`src/rtl/tv_pkg.sv`:
```
// tv_pkg: state encoding and golden-word packing shared by the test-vector recorder files.
// Latency: none (types, constants and a packing macro only).
// Backpressure: none.
// Ports: none.
`ifndef TV_PKG_SV
`define TV_PKG_SV
// Golden word layout: DUT stimulus in the upper bits, DUT response in the lower bits,
// i.e. the same {inputs, expected} order the replay benches read from .tv files.
`define TV_PACK(in_v, out_v) {(in_v), (out_v)}

package tv_pkg;

  typedef enum logic [1:0] {
    ST_IDLE   = 2'd0,
    ST_SETTLE = 2'd1,
    ST_WRITE  = 2'd2,
    ST_DONE   = 2'd3
  } tv_state_t;

endpackage
`endif

```
`src/rtl/tv_settle_cnt.sv`:
```
// tv_settle_cnt: loadable down-counter with zero flag, paces how long dut_in is held before sampling.
// Latency: load/decrement take effect at the next posedge; zero is a decode of the current count.
// Backpressure: none; the parent holds it loaded while it is not settling.
// Ports: clk, reset (sync, active-low), load/load_val (takes priority), dec (stops at 0), zero.
module tv_settle_cnt #(
  parameter int W = 1
) (
  input  logic         clk,
  input  logic         reset,
  input  logic         load,
  input  logic [W-1:0] load_val,
  input  logic         dec,
  output logic         zero
);

  logic [W-1:0] cnt;

  always_ff @(posedge clk) begin
    if (!reset) begin
      cnt <= '0;
    end else if (load) begin
      cnt <= load_val;
    end else if (dec && (cnt != '0)) begin
      cnt <= cnt - W'(1);
    end
  end

  assign zero = (cnt == '0);

endmodule

```
`src/rtl/tv_recorder.sv`:
```
// tv_recorder: enumerates every IN_W-bit input into a DUT, samples the settled response and writes
//   the golden word {dut_in, dut_out} at address = input value, for 0 .. 2**IN_W-1.
// Latency: after start, vector k is offered at cycle (k+1)*(SETTLE+1) with wr_ready held high;
//   done pulses the cycle after the last accepted write.
// Backpressure: while wr_ready is low, wr_valid/wr_addr/wr_data/dut_in hold; only abort or reset
//   can drop an unaccepted write.
// Ports: clk, reset (sync, active-low); start/abort controls; dut_in -> DUT, dut_out <- DUT;
//   wr_valid/wr_ready/wr_addr/wr_data memory write port; busy, done pulse, count of last full run.
module tv_recorder
  import tv_pkg::*;
#(
  parameter int IN_W   = 2,
  parameter int OUT_W  = 1,
  parameter int ADDR_W = 10,
  parameter int SETTLE = 1
) (
  input  logic                  clk,
  input  logic                  reset,
  input  logic                  start,
  input  logic                  abort,
  output logic [IN_W-1:0]       dut_in,
  input  logic [OUT_W-1:0]      dut_out,
  output logic                  wr_valid,
  input  logic                  wr_ready,
  output logic [ADDR_W-1:0]     wr_addr,
  output logic [IN_W+OUT_W-1:0] wr_data,
  output logic                  busy,
  output logic                  done,
  output logic [ADDR_W:0]       count
);

  localparam int              CW          = $clog2(SETTLE + 1);
  localparam logic [IN_W:0]   LAST_VEC    = (IN_W + 1)'((1 << IN_W) - 1);
  localparam logic [ADDR_W:0] NUM_VEC     = (ADDR_W + 1)'(1 << IN_W);
  localparam logic [CW-1:0]   SETTLE_LOAD = CW'(SETTLE - 1);

  if (IN_W > ADDR_W) begin : g_chk_addr
    $error("tv_recorder: IN_W must not exceed ADDR_W");
  end
  if (SETTLE < 1) begin : g_chk_settle
    $error("tv_recorder: SETTLE must be at least 1");
  end

  tv_state_t     state;
  // One bit wider than dut_in so the terminal compare never relies on wrap-around.
  logic [IN_W:0] vec;
  logic [IN_W:0] vec_inc;
  logic          settle_load;
  logic          settle_dec;
  logic          settle_zero;

  assign vec_inc = vec + (IN_W + 1)'(1);

  // Counter sits at SETTLE-1 whenever we are not settling, so every entry into
  // ST_SETTLE starts a fresh hold window without an explicit reload pulse.
  assign settle_load = (state != ST_SETTLE);
  assign settle_dec  = (state == ST_SETTLE);

  tv_settle_cnt #(
    .W(CW)
  ) u_settle (
    .clk      (clk),
    .reset    (reset),
    .load     (settle_load),
    .load_val (SETTLE_LOAD),
    .dec      (settle_dec),
    .zero     (settle_zero)
  );

  always_ff @(posedge clk) begin
    if (!reset) begin
      state    <= ST_IDLE;
      vec      <= '0;
      dut_in   <= '0;
      wr_valid <= 1'b0;
      wr_addr  <= '0;
      wr_data  <= '0;
      busy     <= 1'b0;
      done     <= 1'b0;
      count    <= '0;
    end else begin
      done <= 1'b0;
      case (state)
        ST_IDLE: begin
          if (start) begin
            vec    <= '0;
            dut_in <= '0;
            busy   <= 1'b1;
            state  <= ST_SETTLE;
          end
        end

        ST_SETTLE: begin
          if (abort) begin
            dut_in <= '0;
            busy   <= 1'b0;
            state  <= ST_IDLE;
          end else if (settle_zero) begin
            // Only this edge samples dut_out; earlier glitches never reach the word.
            wr_data  <= `TV_PACK(vec[IN_W-1:0], dut_out);
            wr_addr  <= ADDR_W'(vec[IN_W-1:0]);
            wr_valid <= 1'b1;
            state    <= ST_WRITE;
          end
        end

        ST_WRITE: begin
          // Abort wins over a simultaneous handshake; the memory is expected to
          // discard a write whose valid drops before acceptance.
          if (abort) begin
            wr_valid <= 1'b0;
            dut_in   <= '0;
            busy     <= 1'b0;
            state    <= ST_IDLE;
          end else if (wr_ready) begin
            wr_valid <= 1'b0;
            if (vec == LAST_VEC) begin
              dut_in <= '0;
              busy   <= 1'b0;
              done   <= 1'b1;
              count  <= NUM_VEC;
              state  <= ST_DONE;
            end else begin
              vec    <= vec_inc;
              dut_in <= vec_inc[IN_W-1:0];
              state  <= ST_SETTLE;
            end
          end
        end

        ST_DONE: begin
          // Single-cycle state that carries the done pulse; start is not looked at here.
          state <= ST_IDLE;
        end

        default: begin
          state <= ST_IDLE;
        end
      endcase
    end
  end

endmodule
```
`config.mk`:
```
export PLATFORM = sky130hd
export DESIGN_NAME = tv_recorder
export DESIGN_NICKNAME = d
export VERILOG_FILES = /design/src/rtl/tv_pkg.sv /design/src/rtl/tv_settle_cnt.sv /design/src/rtl/tv_recorder.sv
export SDC_FILE = /design/constraint.sdc
export NUM_CORES = 1
export LEC_CHECK = 0
export CAP_MARGIN = 20
export CORE_MARGIN = 2
export CORE_UTILIZATION = 47
export DETAILED_ROUTE_END_ITERATION = 6
export GPL_ROUTABILITY_DRIVEN = 0
export PLACE_DENSITY = 0.95
export SLEW_MARGIN = 20
export SYNTH_ARGS = -nofsm -noshare
export SYNTH_HDL_FRONTEND = slang
export SYNTH_SLANG_ARGS = --single-unit
```
`constraint.sdc`:
```
create_clock -name clk -period 4.5 [get_ports clk]
set_input_delay 1.35 -clock clk [delete_from_list [all_inputs] [get_ports clk]]
set_output_delay 1.35 -clock clk [all_outputs]
set_load 0.03 [all_outputs]
```
* Word-level counts from Yosys, hierarchy flattened
Cells that the tools add are included.
** Storage, ports and cells
- Register bits after elaboration :: 17
- Input port bits :: 6
** Cells by class
- Add/sub/neg operators :: 2
- Equal/unequal tests :: 15
- Mux-type cells :: 30
- Bitwise operators :: 5
- Reduce and logical (&&, ||, !) cells :: 14
** Operators with widths (count)
- 2-to-1 mux 2 bit :: 11
- != test 2 bit (second input constant) :: 7
- 2-to-1 mux 3 bit :: 4
- AND reduction 4 bit :: 3
- 2-to-1 mux 1 bit :: 10
- AND reduction 5 bit :: 2
- != test 3 bit (second input constant) :: 3
- case mux 2 bit (4 select lines) :: 1
- case mux 2 bit (3 select lines) :: 1
- case mux 3 bit (2 select lines) :: 1
- AND reduction 3 bit :: 2
- inverter 1 bit :: 5
- == test 2 bit (second input constant) :: 2
- nonzero test 2 bit :: 2
- OR reduction 4 bit :: 1
- adder 3 x 1 -> 3 bit (second input constant) :: 1
- == test 3 x 2 -> 1 bit (second input constant) :: 1
- case mux 1 bit (3 select lines) :: 1
- nonzero test 3 bit :: 1
- == test 2 x 1 -> 1 bit (second input constant) :: 1
- zero test 2 bit :: 1
- != test 2 x 1 -> 1 bit (second input constant) :: 1
- case mux 1 bit (2 select lines) :: 1
- OR reduction 2 bit :: 1
- 2 further kinds :: 2

* Logic depth before layout (Yosys ltp)
Gate-level depths: netlist of run 1.
- Word-level depth :: 5
- Gate-level depth with buffers :: 7
- Depth with buffers taken out :: 6

* By module
A second synthesis of run 1 with hierarchy kept.
** Second synthesis, totals
- Cell total of the unflattened synthesis :: 110
- Area total of the unflattened synthesis :: 944.7 µm²
** By module, submodules not included
- tv_recorder :: instances 1, cells an instance 105, area an instance 895.9 µm², seq. area each 280.3 µm²
- tv_settle_cnt :: instances 1, cells an instance 5, area an instance 48.8 µm², seq. area each 20.0 µm²

* Worst setup path before layout of run 1
No wires, ideal clock.
- Kind :: input-to-reg
- From :: in start
- To :: reg busy
- Arrival time :: 2.229 ns
- Required time :: 4.409 ns
- Setup slack :: 2.180 ns
- Stages :: 4
- Buffers on the path :: 0
- Cells stage by stage :: and2b_2 -> nor4_4 -> a21oi_2 -> a311oi_1
** On the way
- Word-level cells in the longest chain between the ends :: 2
** RTL lines
- start, declared :: RTL line tv_recorder.sv:19 : input logic start,
- != test 2 bit (no source line)
- AND reduction 5 bit (no source line)
- end signal, assigned :: RTL line tv_recorder.sv:78 : busy <= 1'b0;
- end signal, assigned :: RTL line tv_recorder.sv:88 : busy <= 1'b1;
- end signal, assigned :: RTL line tv_recorder.sv:96 : busy <= 1'b0;
- end, declared :: RTL line tv_recorder.sv:27 : output logic busy,
No other way between the ends.
A chain may end at the register's enable or synchronous reset.

* Worst setup path after layout of run 1
- From :: reg wr_data[1]
- To :: out wr_data[1]
** RTL lines
- start, declared :: RTL line tv_recorder.sv:26 : output logic [IN_W+OUT_W-1:0] wr_data,
- start signal, assigned :: RTL line tv_recorder.sv:100 : wr_data <= `TV_PACK(vec[IN_W-1:0], dut_out);
No word-level cell between the ends.

==> results.ini, run 1 <==
[outcome]
status = finished, final reports clean

[detailed_routing]
routed_wl_um = 1750
remaining_drc_errors = 0
vias_per_cell = 4.92
vias = 713
drtIter0Drc = 13
firstDrtPassIters = 4
routedWlPerCell_um = 12.1
ant_nets = 0

[final_layout]
diodes = 0
final_layout_size_suffix_gt1_frac = 0.110
final_util = 0.552
synthToLayoutAreaGrowth_pct = 12.9
num-nets-final = 133

[setup_path]
critPathLaunchType = flip-flop
critical-path-top-delay-family = buffers and inverters
crit_path_top_delay_cell = clkdlybuf4s50_1
critPathMaxStageDelay_ns = 0.70
cp_num_buf_inv = 1
critPathCaptureType = output pin
path_cells = clkdlybuf4s50_1
cp.arrival_ns = 1.38
crit_fanout = 3
required_ns = 3.15
critPathKind = reg2out

[sta]
finClkSkew_ns = 0.00154
finalCritPeriodShare = 0.606
maxSlewViolCount = 0
hold_violations = 0
layout_min_cycle_time_ns = 2.73
tns_ns = 0
max_freq_mhz = 367
rsz0062_at_grt = no
setup_viol = 0

[clock_tree]
clk_pin_slew_ns = 0.10
cts_buffers = 3
cts_max_level = 1
post_cts_buffers = 0
worstSkewPairLatency_ns = 0.29
cts_hold_buf = 0
cts-root-buf = clkbuf_4
clk_path_buf_depth = 2
cts_tree = built
ctsResizeCount = 0
cts_sinks = 15

[power_and_ir_drop]
p_leak_uw = 0.000456
power_density_nw_per_um2 = 281
ir_drop_mv = 0.137

[synthesis]
synthCells = 102
syn_area_um2 = 948
synth.avg_cell_area_um2 = 9.30
ys_ff_latch = 15
synth_cell_types = 32
ys_warn_count = 0
ys_seq_area_frac = 0.317

[die]
core_um2 = 1940
dieHeight_um = 48.9
dieArea_um2 = 2390
core.rowCount = 16
die_w_um = 48.9
io_pins = 35
initial_core_util = 0.488

[place]
hpwlAfterDp_um = 1390
io_buffers = 16

[grt]
grt_pass1_wl_um = 2890
overflow = 0
track_usage = 0.155
grt_max_degree = 11
antenna_found_initial = 0
grt_pass1_vias = 666

[hold_path]
min_path_type = reg2reg

[run]
drv_cap = 0

[cells by family after synthesis]
family,Yosys count,share of synthesized area
fa+ha+maj,8,0.106
simple gates,30,0.194
mux,6,0.0633
buf+inv,29,0.203
flops,15,0.317
compound gates,13,0.113
other cells,1,0.00395
[report_power, final]
group          leakage [uW]  internal [uW]  switching (uW)  total (uW)
Clock             0.0000177           33.2            49.2        82.4
Combinational      0.000316           26.2            51.6        77.8
Sequential         0.000122            137            3.97         141
[sequential cells by signal, summed over array words and instances (netlist names)]
signal	cells
dut_in	2
wr_data	3
state	2
busy	1
done	1
count	1
vec	3
u_settle.cnt	1
wr_valid	1
[per-layer routing]
metal  routed length [um]  vias to the layer above  global-route usage
li1                     -                      340                   -
met1                  709                      339               0.168
met2                  901                       29               0.285
met3                   95                        5              0.0215
met4                   44                        0              0.0905
met5                    0                        -                   0
[cells in the final DEF (no fill, tap or decap), types with 2 or more instances in the layout]
cell	Yosys	final
dfxtp_1	15	15
inv_1	6	6
nor2_1	13	13
clkdlybuf4s50_1	0	16
nand3_1	4	4
mux2i_1	6	6
conb_1	1	19
ha_1	8	8
o21ai_0	3	3
a21oi_1	2	2
a311oi_1	2	2
clkbuf_4	0	3
nand2_1	2	2
[metrics by stage]
step | power, uW | instance area [um^2] | hold WS [ns] | setup WS (ns) | instances
after floorplan | 216 | 1020 | 0.441 | 2.18 | 120
after global placement | 219 | 1040 | 0.453 | 1.63 | 141
after detailed placement | 222 | 1040 | 0.466 | 1.57 | 141
after CTS | 302 | 1070 | 0.489 | 1.77 | 145
after global routing | 314 | 1070 | 0.515 | 1.76 | 145
final | 301 | 1070 | 0.491 | 1.77 | 145
[Yosys cell counts, drive strengths merged]
library cell | n | area [um^2]
dfxtp | 15 | 300
and4bb | 1 | 12.5
mux2i | 6 | 60.1
nor3 | 1 | 5.00
buf | 22 | 166
ha | 8 | 100
a21oi | 3 | 18.8
nor3b | 1 | 18.8
nand3 | 4 | 20.0
nor4 | 1 | 21.3
nor2 | 13 | 48.8
a41oi | 1 | 8.76
conb | 1 | 3.75
inv | 6 | 22.5
a311oi | 2 | 17.5
o21ai | 3 | 15.0
nand2 | 2 | 7.51
clkinv | 1 | 3.75
o211ai | 1 | 7.51
o21bai | 1 | 18.8
nand2b | 1 | 6.26
o41ai | 1 | 8.76
and2b | 2 | 16.3
nor2b | 2 | 15.0
a211oi | 1 | 12.5
or2 | 1 | 6.26
nand4 | 1 | 6.26
[path summary, 6_finish.rpt]
check,from,to,slack (ns),cells after the start
setup reg to reg,state[0]$_SDFFE_PN0P_,busy$_SDFFE_PN0P_,2.69,6
hold / removal,dut_in[1]$_SDFFE_PN0P_,dut_in[1]$_SDFFE_PN0P_,0.49,2
setup / recovery,wr_data[1]$_SDFFE_PN0P_,wr_data[1],1.77,1
hold reg to reg,dut_in[1]$_SDFFE_PN0P_,dut_in[1]$_SDFFE_PN0P_,0.49,2
[cell type report]
cell class	instances	area [um^2]
well taps	27	33.8
flip-flops and latches	15	300
inverters	7	26.3
repair buffers	16	160
fillers	180	871
clock buffers	3	22.5
multi-input cells	76	523
clock inverters	1	5.00
Note: power is estimated with default switching activity, not from simulation.
==> inputs of run 2 (changes only) <==
--- a/config.mk
+++ b/config.mk
@@ -7,10 +7,10 @@
 export LEC_CHECK = 0
 export CAP_MARGIN = 20
 export CORE_MARGIN = 2
-export CORE_UTILIZATION = 47
+export CORE_UTILIZATION = 43
 export DETAILED_ROUTE_END_ITERATION = 6
 export GPL_ROUTABILITY_DRIVEN = 0
-export PLACE_DENSITY = 0.95
+export PLACE_DENSITY = 0.89
 export SLEW_MARGIN = 20
 export SYNTH_ARGS = -nofsm -noshare
 export SYNTH_HDL_FRONTEND = slang
==> constraint.sdc (replaced) <==
create_clock -name clk -period 2.7 [get_ports clk]
set_input_delay 0.81 -clock clk [delete_from_list [all_inputs] [get_ports clk]]
set_output_delay 0.81 -clock clk [all_outputs]
set_load 0.03 [all_outputs]
==> run 2 against run 1 <==
  * Cell count is 1.4% higher
  * Total power up 66%
  * Clock-buffer cell count did not move
  * Worst setup slack lost 1.2 ns
  * First-iteration DRC count fell by 46%
  * Largest cell class unchanged
==> results.ini, run 2 (synthesis gave the netlist of run 1 again) <==
[outcome]
status = finished, final reports clean  ; unchanged

[sta]
maxSlewViolCount = 0  ; unchanged
finClkSkew_ns = 0.00551  ; was 0.00154 ns
worst_slack_ns = 0.533  ; was 1.77 ns
max_freq_mhz = 461
rsz0062_at_grt = no  ; unchanged
hold_violations = 0  ; unchanged
tns_ns = 0  ; unchanged
layout_min_cycle_time_ns = 2.17
finalCritPeriodShare = 0.803
setup_viol = 0  ; unchanged

[setup_path]
crit_fanout = 2  ; was 3
crit_path_top_delay_cell = clkdlybuf4s50_1  ; unchanged
rr_worst_depth = 6  ; unchanged
rr_endpoint = busy$_SDFFE_PN0P_  ; unchanged
required_ns = 1.89  ; was 3.15 ns
crit_cells = 1  ; unchanged
r2r-start = state[0]$_SDFFE_PN0P_  ; unchanged
critPathCaptureType = output pin  ; unchanged
critical-path-top-delay-family = buffers and inverters  ; unchanged
critPathMaxStageDelay_ns = 0.69  ; was 0.70 ns
regToRegSetupSlack_ns = 0.88  ; was 2.69 ns
cp_num_buf_inv = 1  ; unchanged
critPathKind = reg2out  ; unchanged
cp.arrival_ns = 1.36  ; was 1.38 ns
critPathLaunchType = flip-flop  ; unchanged
startpoint = busy$_SDFFE_PN0P_  ; was wr_data[1]$_SDFFE_PN0P_
cp-endpoint = busy  ; was wr_data[1]
path_cells = clkdlybuf4s50_1  ; unchanged

[final_layout]
final_cell_mix = 19 x conb_1, 16 x clkdlybuf4s50_1, 15 x dfxtp_1  ; unchanged
multiInputGateArea_um2 = 523  ; unchanged
synthToLayoutAreaGrowth_pct = 13.9  ; was 12.9%
diodes = 0  ; unchanged
top_regs = vec x3, wr_data x3  ; unchanged
final_common_cell = conb_1  ; unchanged
regArea_um2 = 300  ; unchanged
final_area_um2 = 1080  ; was 1070 um^2
final_layout_size_suffix_gt1_frac = 0.118  ; was 0.110
final_util = 0.503  ; was 0.552
num-nets-final = 134  ; was 133
fillers = 208  ; was 180

[clock_tree]
cts_sinks = 15  ; unchanged
clk_path_buf_depth = 2  ; unchanged
worstSkewPairLatency_ns = 0.29  ; about the same
ctsResizeCount = 0  ; unchanged
cts-root-buf = clkbuf_4  ; unchanged
cts_max_level = 1  ; unchanged
post_cts_buffers = 0  ; unchanged
cts_buffers = 3  ; unchanged
clk_pin_slew_ns = 0.10  ; about the same
cts_tree = built  ; unchanged
cts_hold_buf = 0  ; unchanged

[die]
dieArea_um2 = 2600  ; was 2390 um^2
core_um2 = 2150  ; was 1940 um^2
core.rowCount = 17  ; was 16
initial_core_util = 0.441  ; was 0.488
dieHeight_um = 51.0  ; was 48.9 um
io_pins = 35  ; unchanged
die_w_um = 51.0  ; was 48.9 um

[detailed_routing]
drtIter0Drc = 7  ; was 13
routedWlPerCell_um = 11.5  ; was 12.1 um
firstDrtPassIters = 4  ; unchanged
vias = 683  ; was 713
vias_per_cell = 4.65  ; was 4.92
routed_wl_um = 1690  ; was 1750 um
remaining_drc_errors = 0  ; unchanged
ant_nets = 0  ; unchanged

[power_and_ir_drop]
p_leak_uw = 0.000461  ; was 0.000456 uW
clkPwrFrac = 0.269  ; was 0.273
switching_share = 0.344  ; was 0.348
seqPwrFrac = 0.470  ; was 0.469
ir_drop_mv = 0.218  ; was 0.137 mV
p_comb_frac = 0.261  ; was 0.258
power_density_nw_per_um2 = 465  ; was 281 nW/um^2
power_switching_uw = 173  ; was 105 uW
p_int_uw = 329  ; was 197 uW

[hold_path]
min_path_type = reg2reg  ; unchanged

[grt]
grt_max_degree = 10  ; was 11
track_usage = 0.139  ; was 0.155
antenna_found_initial = 0  ; unchanged
grt_pass1_wl_um = 2660  ; was 2890 um
overflow = 0  ; unchanged
grt_pass1_vias = 631  ; was 666

[place]
io_buffers = 16  ; unchanged
hpwlAfterDp_um = 1350  ; was 1390 um
dp_slack_ns = 0.293  ; was 1.57 ns
placed_area_um2 = 1050  ; was 1040 um^2

[run]
drv_cap = 0  ; unchanged

[run 2: changes by cell type in the layout (fill, tap and decap cells not counted), sizes merged]
cell  delta
buf      +1
[run 2: worst min path at each step]
stage | from | end | slack, ns | cells after the start
2_1_floorplan | vec[2]$_SDFFE_PN0P_ | vec[2]$_SDFFE_PN0P_ | 0.44 | 2
3_3_place_gp | count[2]$_SDFFE_PN0P_ | count[2]$_SDFFE_PN0P_ | 0.45 | 2
3_5_place_dp | dut_in[1]$_SDFFE_PN0P_ | dut_in[1]$_SDFFE_PN0P_ | 0.47 | 2
4_1_cts | dut_in[1]$_SDFFE_PN0P_ | dut_in[1]$_SDFFE_PN0P_ | 0.49 | 2
5_1_grt | vec[2]$_SDFFE_PN0P_ | vec[2]$_SDFFE_PN0P_ | 0.52 | 2
6_report | vec[2]$_SDFFE_PN0P_ | vec[2]$_SDFFE_PN0P_ | 0.50 | 2
[run 2: per-stage QoR]
step | hold WS, ns | cells | total power, uW
6_report | 0.498 | 147 | 502
4_1_cts | 0.492 | 147 | 502
5_1_grt | 0.518 | 147 | 527
2_1_floorplan | 0.441 | 120 | 359
3_5_place_dp | 0.468 | 143 | 372
3_3_place_gp | 0.452 | 143 | 366
[run 2: cell type report]
class	count	share of cell area
Tap cell	28	0.0324
Timing Repair Buffer	17	0.155
Clock buffer	3	0.0209
Inverter	7	0.0243
Sequential cell	15	0.278
Clock inverter	1	0.00463
Multi-Input combinational cell	76	0.484
[run 2: power by group through the flow]
stage / Sequential [uW] / Clock, uW / Combinational [uW]
after floorplan: 247 / 0 / 112
after global placement: 240 / 0 / 126
after detailed placement: 241 / 0 / 131
after CTS: 236 / 134 / 131
after global routing: 237 / 149 / 141
final: 236 / 135 / 131
[run 2: routing by layer]
metal  share of wire  global-route usage  wire [um]
met5               0                   0          0
met4           0.024              0.0856         40
met3           0.041              0.0263         69
met2            0.50               0.240        853
met1            0.43               0.156        730
==> inputs of run 3 (changes only) <==
==> constraint.sdc (replaced) <==
create_clock -name clk -period 2.2 [get_ports clk]
set_input_delay 0.66 -clock clk [delete_from_list [all_inputs] [get_ports clk]]
set_output_delay 0.66 -clock clk [all_outputs]
set_load 0.03 [all_outputs]
==> run 3 against run 2 <==
  * Die area did not move
  * Cell count rose by 1.4%
  * Combinational power rose by 21%
  * Wire length fell by 3.2%
  * Core utilization rose by 0.70 points
  * Non-clock buffer count rose by 2
  * Total power rose by 20%
  * Register-to-register slack got worse by 0.52 ns
==> results.ini, run 3 (synthesis gave the netlist of run 1 again) <==
[outcome]
status = finished, final reports clean  ; unchanged

[setup_path]
path_cells = clkdlybuf4s50_1  ; unchanged
startpoint = busy$_SDFFE_PN0P_  ; unchanged
critPathMaxStageDelay_ns = 0.68  ; was 0.69 ns
required_ns = 1.54  ; was 1.89 ns
critPathKind = reg2out  ; unchanged
critPathLaunchType = flip-flop  ; unchanged
r2r-start = state[0]$_SDFFE_PN0P_  ; unchanged
crit_path_top_delay_cell = clkdlybuf4s50_1  ; unchanged
critical-path-top-delay-family = buffers and inverters  ; unchanged
cp_num_buf_inv = 1  ; unchanged
cp.arrival_ns = 1.33  ; was 1.36 ns
crit_fanout = 2  ; unchanged
critPathCaptureType = output pin  ; unchanged

[detailed_routing]
ant_nets = 0  ; unchanged
routed_wl_um = 1640  ; was 1690 um
vias_per_cell = 4.52  ; was 4.65
remaining_drc_errors = 0  ; unchanged
drtIter0Drc = 7  ; unchanged
vias = 674  ; was 683
firstDrtPassIters = 4  ; unchanged
routedWlPerCell_um = 11.0  ; was 11.5 um

[final_layout]
diodes = 0  ; unchanged
synthToLayoutAreaGrowth_pct = 15.4  ; was 13.9%
final_common_cell = conb_1  ; unchanged
top_regs = vec x3, wr_data x3  ; unchanged
final_layout_size_suffix_gt1_frac = 0.132  ; was 0.118
final_util = 0.510  ; was 0.503
num-nets-final = 136  ; was 134
final_cell_mix = 19 x conb_1, 16 x clkdlybuf4s50_1, 15 x dfxtp_1  ; unchanged
final_area_um2 = 1090  ; was 1080 um^2

[clock_tree]
worstSkewPairLatency_ns = 0.29  ; about the same
cts_max_level = 1  ; unchanged
cts_hold_buf = 0  ; unchanged
ctsResizeCount = 0  ; unchanged
clk_pin_slew_ns = 0.08  ; was 0.10 ns
clk_path_buf_depth = 2  ; unchanged
cts_sinks = 15  ; unchanged
cts-root-buf = clkbuf_4  ; unchanged
cts_buffers = 3  ; unchanged
cts_tree = built  ; unchanged
post_cts_buffers = 0  ; unchanged

[grt]
track_usage = 0.145  ; was 0.139
grt_max_degree = 10  ; unchanged
overflow = 0  ; unchanged
grt_pass1_vias = 665  ; was 631
antenna_found_initial = 0  ; unchanged
grt_pass1_wl_um = 2840  ; was 2660 um

[place]
placed_area_um2 = 1070  ; was 1050 um^2
hpwlAfterDp_um = 1350  ; about the same
io_buffers = 16  ; unchanged

[power_and_ir_drop]
p_int_uw = 404  ; was 329 uW
power_density_nw_per_um2 = 552  ; was 465 nW/um^2
p_leak_uw = 0.000470  ; was 0.000461 uW
power_switching_uw = 200  ; was 173 uW
ir_drop_mv = 0.275  ; was 0.218 mV
p_comb_frac = 0.264  ; was 0.261
clkPwrFrac = 0.257  ; was 0.269
switching_share = 0.331  ; was 0.344
seqPwrFrac = 0.479  ; was 0.470

[run]
drv_cap = 0  ; unchanged

[die]
initial_core_util = 0.441  ; unchanged
dieHeight_um = 51.0  ; unchanged
dieArea_um2 = 2600  ; unchanged
core_um2 = 2150  ; unchanged
io_pins = 35  ; unchanged
die_w_um = 51.0  ; unchanged
core.rowCount = 17  ; unchanged

[sta]
setup_viol = 0  ; unchanged
finalCritPeriodShare = 0.905
finClkSkew_ns = 0.00747  ; was 0.00551 ns
max_freq_mhz = 502
hold_violations = 0  ; unchanged
layout_min_cycle_time_ns = 1.99
maxSlewViolCount = 0  ; unchanged
rsz0062_at_grt = no  ; unchanged

[hold_path]
min_path_type = reg2reg  ; unchanged
hold_start = count[2]$_SDFFE_PN0P_  ; was vec[2]$_SDFFE_PN0P_

## run 3: changes by cell type in the layout (fill, tap and decap cells not counted)
| cell | previous run | this run |
|---|---|---|
| buf_4 | 1 | 3 |
## run 3: per-layer routing
metal | GRT usage | vias to the layer above | routed length, um
li1 | - | 343 | -
met1 | 0.168 | 305 | 714
met2 | 0.262 | 23 | 826
met3 | 0.0117 | 3 | 73
met4 | 0.0811 | 0 | 25
met5 | 0 | - | 0
## run 3: path summary, 6_finish.rpt
kind | end | depth (start not counted) | slack (ns)
setup / recovery | busy | 1 | 0.21
hold / removal | count[2]$_SDFFE_PN0P_ | 2 | 0.48
setup reg to reg | busy$_SDFFE_PN0P_ | 6 | 0.36
hold reg to reg | count[2]$_SDFFE_PN0P_ | 2 | 0.48
## run 3: through the flow
stage / std cells / TNS (ns) / hold slack [ns] / setup slack (ns) / power (uW)
finish: 149 / 0 / 0.479 / 0.208 / 604
global route: 149 / 0 / 0.516 / 0.159 / 639
CTS: 149 / 0 / 0.486 / 0.188 / 611
detailed placement: 145 / -0.0170 / 0.465 / -0.0170 / 454
global placement: 145 / 0 / 0.457 / 0.0147 / 450
floorplan: 120 / 0 / 0.441 / 0.570 / 441
## run 3: power groups by stage
stage                     combinational, uW  sequential, uW  clock (uW)
after floorplan                         137             303           0
after detailed placement                158             296           0
final                                   159             290         155
after global placement                  155             295           0
after global routing                    173             291         175
after CTS                               159             290         161
## run 3: cell type report
type	instances	area [um^2]
repair buffers	19	183
well taps	28	35.0
multi-input cells	76	523
fillers	212	1050
clock buffers	3	22.5
inverters	7	26.3
flip-flops and latches	15	300
clock inverters	1	5.00
